## config.mk

```make
export PLATFORM = sky130hd
export DESIGN_NAME = mult_datapath_ctrl
export DESIGN_NICKNAME = d
export VERILOG_FILES = /design/src/rtl/mult_pkg.sv /design/src/rtl/mult_shift_reg.sv /design/src/rtl/mult_datapath_ctrl.sv
export SDC_FILE = /design/constraint.sdc
export NUM_CORES = 1
export LEC_CHECK = 0
export CORE_MARGIN = 3
export CORE_UTILIZATION = 40
export CTS_BUF_LIST = sky130_fd_sc_hd__clkbuf_4 sky130_fd_sc_hd__clkbuf_8 sky130_fd_sc_hd__clkbuf_16
export CTS_CLUSTER_SIZE = 30
export DETAILED_ROUTE_END_ITERATION = 12
export GPL_TIMING_DRIVEN = 1
export PLACE_DENSITY_LB_ADDON = 0.12
export SYNTH_ARGS = -nofsm -noshare
export SYNTH_HDL_FRONTEND = slang
export SYNTH_SLANG_ARGS = --single-unit
```

## constraint.sdc

```tcl
create_clock -name Clk -period 1.9 [get_ports Clk]
set_input_delay 0.38 -clock Clk [delete_from_list [all_inputs] [get_ports Clk]]
set_output_delay 0.38 -clock Clk [all_outputs]
set_load 0.02 [all_outputs]
```

## src/rtl/mult_pkg.sv

```systemverilog
// Shared constants and state encoding for the shift-add multiplier controller.
package mult_pkg;

    // Operand width the external add/subtract unit is built for.
    localparam int MULT_WIDTH = 32;

    // Controller states: idle/load, add step, shift step, product ready.
    typedef enum logic [1:0] {
        IDLE  = 2'd0,
        ADD   = 2'd1,
        SHIFT = 2'd2,
        DONE  = 2'd3
    } mult_state_t;

endpackage

```

## src/rtl/mult_shift_reg.sv

```systemverilog
// {X,A,B} register: X is the sign extension, A the product high half and
// running partial sum, B the multiplier that becomes the product low half.
module mult_shift_reg
    import mult_pkg::*;
#(
    parameter int WIDTH = MULT_WIDTH
) (
    input  logic             clk,
    input  logic             reset,
    input  logic             clear_a,
    input  logic             load_b,
    input  logic             load_sum,
    input  logic             shift,
    input  logic [WIDTH-1:0] b_in,
    input  logic [WIDTH-1:0] s,
    input  logic             x_in,
    output logic [WIDTH-1:0] a_out,
    output logic [WIDTH-1:0] b_out,
    output logic             x_out
);

    logic [WIDTH-1:0] a_q, a_d;
    logic [WIDTH-1:0] b_q, b_d;
    logic             x_q, x_d;

    // Next-value selection; controls are mutually exclusive in practice,
    // later ones win if the controller ever asserts more than one.
    always_comb begin
        // NOTE: every signal gets a default first so no path leaves it unassigned (no latch).
        a_d = a_q;
        b_d = b_q;
        x_d = x_q;
        if (clear_a) begin
            a_d = '0;
            x_d = 1'b0;
        end
        if (load_b) begin
            b_d = b_in;
        end
        if (load_sum) begin
            a_d = s;
            x_d = x_in;
        end
        if (shift) begin
            // Arithmetic shift of {X,A,B}: X replicates into A's top bit.
            a_d = {x_q, a_q[WIDTH-1:1]};
            b_d = {a_q[0], b_q[WIDTH-1:1]};
        end
    end

    // Register update with synchronous reset.
    always_ff @(posedge clk) begin
        // NOTE: sequential state uses non-blocking assignments so all flops update together.
        if (reset) begin
            a_q <= '0;
            b_q <= '0;
            x_q <= 1'b0;
        end else begin
            a_q <= a_d;
            b_q <= b_d;
            x_q <= x_d;
        end
    end

    assign a_out = a_q;
    assign b_out = b_q;
    assign x_out = x_q;

endmodule

```

## src/rtl/mult_datapath_ctrl.sv

```systemverilog
// Signed shift-add multiplier controller. Sequences an external add/subtract
// unit over WIDTH add/shift pairs; the final add subtracts M to account for
// the multiplier's sign bit.
module mult_datapath_ctrl
    import mult_pkg::*;
#(
    parameter int WIDTH = MULT_WIDTH
) (
    input  logic             Clk,
    input  logic             Reset,
    input  logic             Run,
    input  logic             ClearA_LoadB,
    input  logic [WIDTH-1:0] Switches,
    input  logic [WIDTH-1:0] S,
    input  logic             x,
    output logic [WIDTH-1:0] Aval,
    output logic [WIDTH-1:0] Bval,
    output logic             Xval,
    output logic [WIDTH-1:0] Mval,
    output logic             add_en,
    output logic             sub,
    output logic             busy,
    output logic             done
);

    localparam int CNT_W = $clog2(WIDTH);
    localparam logic [CNT_W-1:0] CNT_LAST = CNT_W'(WIDTH - 1);

    mult_state_t      state_q, state_d;
    logic [CNT_W-1:0] cnt_q, cnt_d;
    logic [WIDTH-1:0] m_q, m_d;

    logic clear_a, load_b, load_sum, shift;
    logic last_step;

    assign last_step = (cnt_q == CNT_LAST);

    // Next state, counter, multiplicand capture and datapath controls.
    always_comb begin
        state_d  = state_q;
        cnt_d    = cnt_q;
        m_d      = m_q;
        clear_a  = 1'b0;
        load_b   = 1'b0;
        load_sum = 1'b0;
        shift    = 1'b0;
        add_en   = 1'b0;
        sub      = 1'b0;
        busy     = 1'b0;
        done     = 1'b0;
        unique case (state_q)
            IDLE: begin
                if (Run) begin
                    m_d     = Switches;
                    clear_a = 1'b1;
                    cnt_d   = '0;
                    state_d = ADD;
                end else if (ClearA_LoadB) begin
                    clear_a = 1'b1;
                    load_b  = 1'b1;
                end
            end
            ADD: begin
                busy     = 1'b1;
                add_en   = Bval[0];
                sub      = Bval[0] & last_step;
                load_sum = 1'b1;
                state_d  = SHIFT;
            end
            SHIFT: begin
                busy  = 1'b1;
                shift = 1'b1;
                if (last_step) begin
                    state_d = DONE;
                end else begin
                    cnt_d   = cnt_q + 1'b1;
                    state_d = ADD;
                end
            end
            DONE: begin
                done = 1'b1;
                if (!Run) begin
                    state_d = IDLE;
                end
            end
            default: state_d = IDLE;
        endcase
    end

    // State, counter and multiplicand registers with synchronous reset.
    always_ff @(posedge Clk) begin
        if (Reset) begin
            state_q <= IDLE;
            cnt_q   <= '0;
            m_q     <= '0;
        end else begin
            state_q <= state_d;
            cnt_q   <= cnt_d;
            m_q     <= m_d;
        end
    end

    mult_shift_reg #(
        .WIDTH(WIDTH)
    ) u_shift_reg (
        .clk     (Clk),
        .reset   (Reset),
        .clear_a (clear_a),
        .load_b  (load_b),
        .load_sum(load_sum),
        .shift   (shift),
        .b_in    (Switches),
        .s       (S),
        .x_in    (x),
        .a_out   (Aval),
        .b_out   (Bval),
        .x_out   (Xval)
    );

    assign Mval = m_q;

endmodule

```

# Word level (Yosys, flattened, before mapping)
# Cells that the tools add are included.
# totals
ff_bits,104
input_bits,69
wordCells,49
# classes
n_addsub,1
eq_ne,7
muxes,25
bitwise,1
n_reduce_logical,9
# op_table
op,count
$mux W32,5
$mux W1,13
$mux W5,2
$pmux W5 S2,1
$pmux W2 S4,1
$mux W2,3
$ne A2 B2 Y1 const B,3
$reduce_bool A2 Y1,3
$add A5 B1 Y5 const B,1
$eq A5 B5 Y1 const B,1
$eq A2 B2 Y1 const B,2
$reduce_and A2 Y1,2
$reduce_and A3 Y1,1
$reduce_bool A3 Y1,1
$eq A2 B1 Y1 const B,1
$logic_not A2 Y1,1
$reduce_or A2 Y1,1
$and A1 B1 Y1,1

# Depth between registers and ports, before layout
# logic_depth
depth_word,6
depth_mapped,9

# Modules after synthesis
# Synthesis repeated with hierarchy kept, for this count alone.
# hier_totals
hier_cells,519
hier_area_um2,4644.5
# modules_own_cells
mod,n_inst,cells_each,area_each_um2,seq_area_each_um2
mult_shift_reg,1,328,3113.0,1301.2
mult_datapath_ctrl,1,191,1531.5,780.7

# Worst setup path after synthesis
# Ideal clock, no wire load.
# synth_path
kind,register -> register
from,reg cnt_q[0]
to,reg cnt_q[3]
setup_time_ns,0.070
t_arrival_ns,1.763
t_required_ns,1.830
path_slack_ns,0.067
stages_incl_launch_ff,8
n_path_buf,1
period_less_slack_ns,1.833
path_cell_list,dfxtp_1 ha_1 and3_1 ha_1 and2_0 clkbuf_1 or4_1 a21oi_1
# synth_via
elab_chain_len,3
# synth_rtl
item,line,text
start: declaration,mult_datapath_ctrl.sv:30,"logic [CNT_W-1:0] cnt_q, cnt_d;"
start signal: assignment,mult_datapath_ctrl.sv:98,cnt_q <= cnt_d;
$add A5 B1 Y5 / $eq A5 B5 Y1 (equally long branches),"mult_datapath_ctrl.sv:76, mult_datapath_ctrl.sv:36",
$mux W5 / $ne A2 B2 Y1 (equally long branches),--,
$pmux W5 S2 / $reduce_and A3 Y1 (equally long branches),--,
# Parallel ways exist; a longest one is shown, timed or not. The select of a mux whose other input is x is not followed.
# A chain may end at the register's enable or synchronous reset.

# Worst setup path after layout
# layout_path
from,reg cnt_q[0]
to,out sub
# layout_via
elab_chain_len,3
# layout_rtl
item,line,text
$eq A5 B5 Y1,mult_datapath_ctrl.sv:36,assign last_step = (cnt_q == CNT_LAST);
$and A1 B1 Y1,mult_datapath_ctrl.sv:66,sub = Bval[0] & last_step;
$mux W1,mult_datapath_ctrl.sv:51,unique case (state_q)
end: declaration,mult_datapath_ctrl.sv:21,"output logic sub,"
# Every way passes these cells.

==> run metrics <==
pwr dens=1362 mW/mm^2; Synth Area in Compound Gates=0.2334; initial DRC count=215; Reg2Reg Depth=6; Antenna Cells=0; WL final=13160 um; Top Usage Layer GRT=met2; Root Buffer=clkbuf_8; main combinational cell family by area after synthesis=compound AO/OA/AOI/OAI gates; final cell count without fillers=787; Max FO, Critical Path=3; Initial Util=0.4223; clk sinks=104; Die Span Y=111.8 um; synthesized area=0.004477 sq mm; setup TNS=-0.01621 ns; max-cap violation count=0; core area=0.01060 sq mm; Synth Register Bits=104; global routing usage on met2=0.3409; failing checks=negative setup slack; HP Class=in2reg; clock-pin slew on the worst setup and hold paths=0.11 ns; final setup margin=-0.01621 ns; Synth Area in Adders=0.01677; CP cell instances=ha_2 > and3_1 > ha_2 > and3_1 > buf_6; met1 GRT Util=0.2522; Mean Syn Cell Area=9.099 sq um; Vias=4244; crit path kind=reg2out; Fmax achieved=521.9 MHz; Clock Path Buffers=2; TritonCTS clock tree=done; First-pass DRT Iterations=4; Worst slew margin=0.7418; Synth Area in XOR/XNOR=0; PortBufs=169; Max Slew Vio Count=0; DRC=0; synth warn=0; Final Wtd Congestion=0.7743; vias in the first global route=4251; syn_nets=567; Yosys cell types=34; Internal=5.358 mW; Fin Clk Skew=0.01256 ns; worst slew pin tran=0.3766 ns; dpl cells=771; drt wl/cell=16.72 um; combinational group share of total power=0.500; R2R Path End=cnt_q[3]$_SDFFE_PP0P_; Flop pwr share=0.342; ys flop type=dfxtp_1; Synth async-reset ratio=0; Sw Pwr=3.653 mW; crit path time final=1.916 ns; status=finished with violations; Gate Count Post-Synth=492; Chip Width=111.8 um; fin nets=721; Antenna Nets Post-Route=0; first-pass GRT wire length=21480 um; Avg Vias per Cell=5.393; overall power=9.011 mW; CTS buffer count=9; Area growth syn-to-layout=47.74%; latest clock arrival within the worst-skew pair=0.36 ns; RSZ-0062 raised after global routing=yes; total congestion overflow=0; Final Core Density=0.6239; register area share after synthesis=0.4651; Worst R2R Start=cnt_q[0]$_SDFFE_PP0P_; sw frac=0.4054; total leakage power=2.259 nW; Crit-path slowest cell=dfxtp_2; Fin. Hold Viols=0; CP required=1.52 ns; Crit. End Element=output pin; Boundary Pins=170; Die ar.=0.01250 sq mm; Startpoint Class=register; Post-CTS Setup Inserts=0; FF-to-FF setup slack=0.06 ns; CP peak stage delay=0.34 ns; mux share of post-synthesis cell area=0.07602; Max IR drop VDD=701.6 uV; simple-gate portion of the synthesized area=0.1540; total track usage=0.2059; Arr. time, crit path=1.54 ns; share of cells above drive strength 1=0.1336; Setup crit end=sub; CP Launch Point=cnt_q[0]$_SDFFE_PP0P_; Post-synth EDFFs=0; # H-tree levels=3; largest net degree at the start of global routing=52; clock share of power=0.157; # setup viols final=1; antenna violations before repair=0; met3 global-route usage=0.06739; Final period util=1.009; Detailed Place HPWL=9318 um; number of core rows=37
-- synth_stat cells (2+ instances only) --
| cell | instances | area, sq um |
|---|---|---|
| a211oi_1 | 3 | 22.52 |
| mux2i_1 | 34 | 340.3 |
| dfxtp_1 | 104 | 2082 |
| nor2_1 | 2 | 7.510 |
| clkbuf_2 | 2 | 10.01 |
| nand3_1 | 33 | 165.2 |
| and2_1 | 2 | 12.51 |
| and3_1 | 2 | 12.51 |
| a22oi_1 | 32 | 240.2 |
| nor3_1 | 33 | 165.2 |
| a211oi_2 | 30 | 375.4 |
| a21oi_1 | 71 | 355.3 |
| or4_1 | 2 | 15.01 |
| ha_1 | 6 | 75.07 |
| buf_1 | 2 | 7.510 |
| o21ai_0 | 3 | 15.01 |
| nand4_1 | 2 | 12.51 |
| o31ai_1 | 2 | 15.01 |
| clkbuf_1 | 37 | 138.9 |
| buf_6 | 4 | 45.04 |
| buf_2 | 5 | 25.02 |
| nand2_1 | 67 | 251.5 |
| inv_1 | 3 | 11.26 |
-- repair_timing --
| action | 4_1_cts | 5_1_grt |
|---|---|---|
| hold buffers | 0 | 0 |
| endpoints found under the setup margin | 6 | 55 |
| gates resized for setup | 14 | 8 |
-- stage by stage --
stage	hold slack [ns]	setup WS, ns	instance area [sq um]
6_report	0.4379	-0.01621	6614
3_3_place_gp	0.4422	-0.05411	6399
5_1_grt	0.4547	-0.07032	6614
4_1_cts	0.4263	-0.09033	6596
3_5_place_dp	0.4481	-0.07724	6399
2_1_floorplan	0.4476	0.06710	4477
-- final cells by class --
class	count	area [sq um]
sequential	104	2086
inverter	3	11.26
fill	945	3988
multi-input combinational	334	2180
clock buffer	10	131.4
tap	136	170.2
clock inverter	6	67.56
timing repair buffer	194	1968
-- cells in the final DEF, fill, tap and decap left out, drive strengths merged, types with 27 or more instances in the layout --
cell / synthesis / layout
clkdlybuf4s50: 0 / 164
dfxtp: 104 / 104
a21oi: 71 / 71
nand2: 67 / 67
mux2i: 34 / 34
nand3: 33 / 33
nor3: 33 / 33
a211oi: 33 / 33
a22oi: 32 / 32
buf: 12 / 27
-- kinds of logic (layout without fill, tap and decap cells) --
| group | count (synthesis) | in the layout |
|---|---|---|
| simple gates | 150 | 150 |
| buf+inv | 54 | 213 |
| mux | 34 | 34 |
| fa+ha+maj | 6 | 6 |
| flops | 104 | 104 |
| compound gates | 144 | 144 |
-- flip-flops by register name (all words and copies together), names as in the netlist --
register	count
u_shift_reg.a_out	32
u_shift_reg.b_out	32
Mval	32
cnt_q	5
state_q	2
u_shift_reg.x_out	1
-- per-layer routing --
metal	routed length (um)	share of wire	vias to the layer above
met3	1070	0.081	26
li1	-	-	2074
met2	6132	0.47	149
met5	0	0	-
met1	5665	0.43	1995
met4	294	0.022	0
-- worst min path at each step --
| stage | startpoint | endpoint | slack, ns | depth (start not counted) |
|---|---|---|---|---|
| floorplan | cnt_q[3]$_SDFFE_PP0P_ | cnt_q[3]$_SDFFE_PP0P_ | 0.45 | 2 |
| global placement | Mval[6]$_SDFFE_PP0P_ | Mval[6]$_SDFFE_PP0P_ | 0.44 | 2 |
| detailed placement | Mval[17]$_SDFFE_PP0P_ | Mval[17]$_SDFFE_PP0P_ | 0.45 | 2 |
| CTS | Reset | cnt_q[4]$_SDFFE_PP0P_ | 0.43 | 2 |
| global route | Reset | Mval[5]$_SDFFE_PP0P_ | 0.45 | 2 |
| finish | Reset | Mval[6]$_SDFFE_PP0P_ | 0.44 | 2 |
-- worst max-delay path: cells and delay by family (launching register included) --
kind | cells | cell delay, ns
buffers and inverters | 1 | 0.13
adder cells (fa/ha/maj) | 2 | 0.36
flip-flops | 1 | 0.34
AND/OR/NAND/NOR | 2 | 0.35
-- power by group through the flow --
stage | logic (mW) | registers (mW) | clock network (mW)
after floorplan | 2.09 | 3.64 | 0
after global placement | 4.44 | 3.10 | 0
after detailed placement | 4.51 | 3.13 | 0
after CTS | 4.53 | 3.08 | 1.45
after global routing | 4.85 | 3.16 | 1.53
final | 4.51 | 3.09 | 1.42
Note: power is estimated with default switching activity, not from simulation.
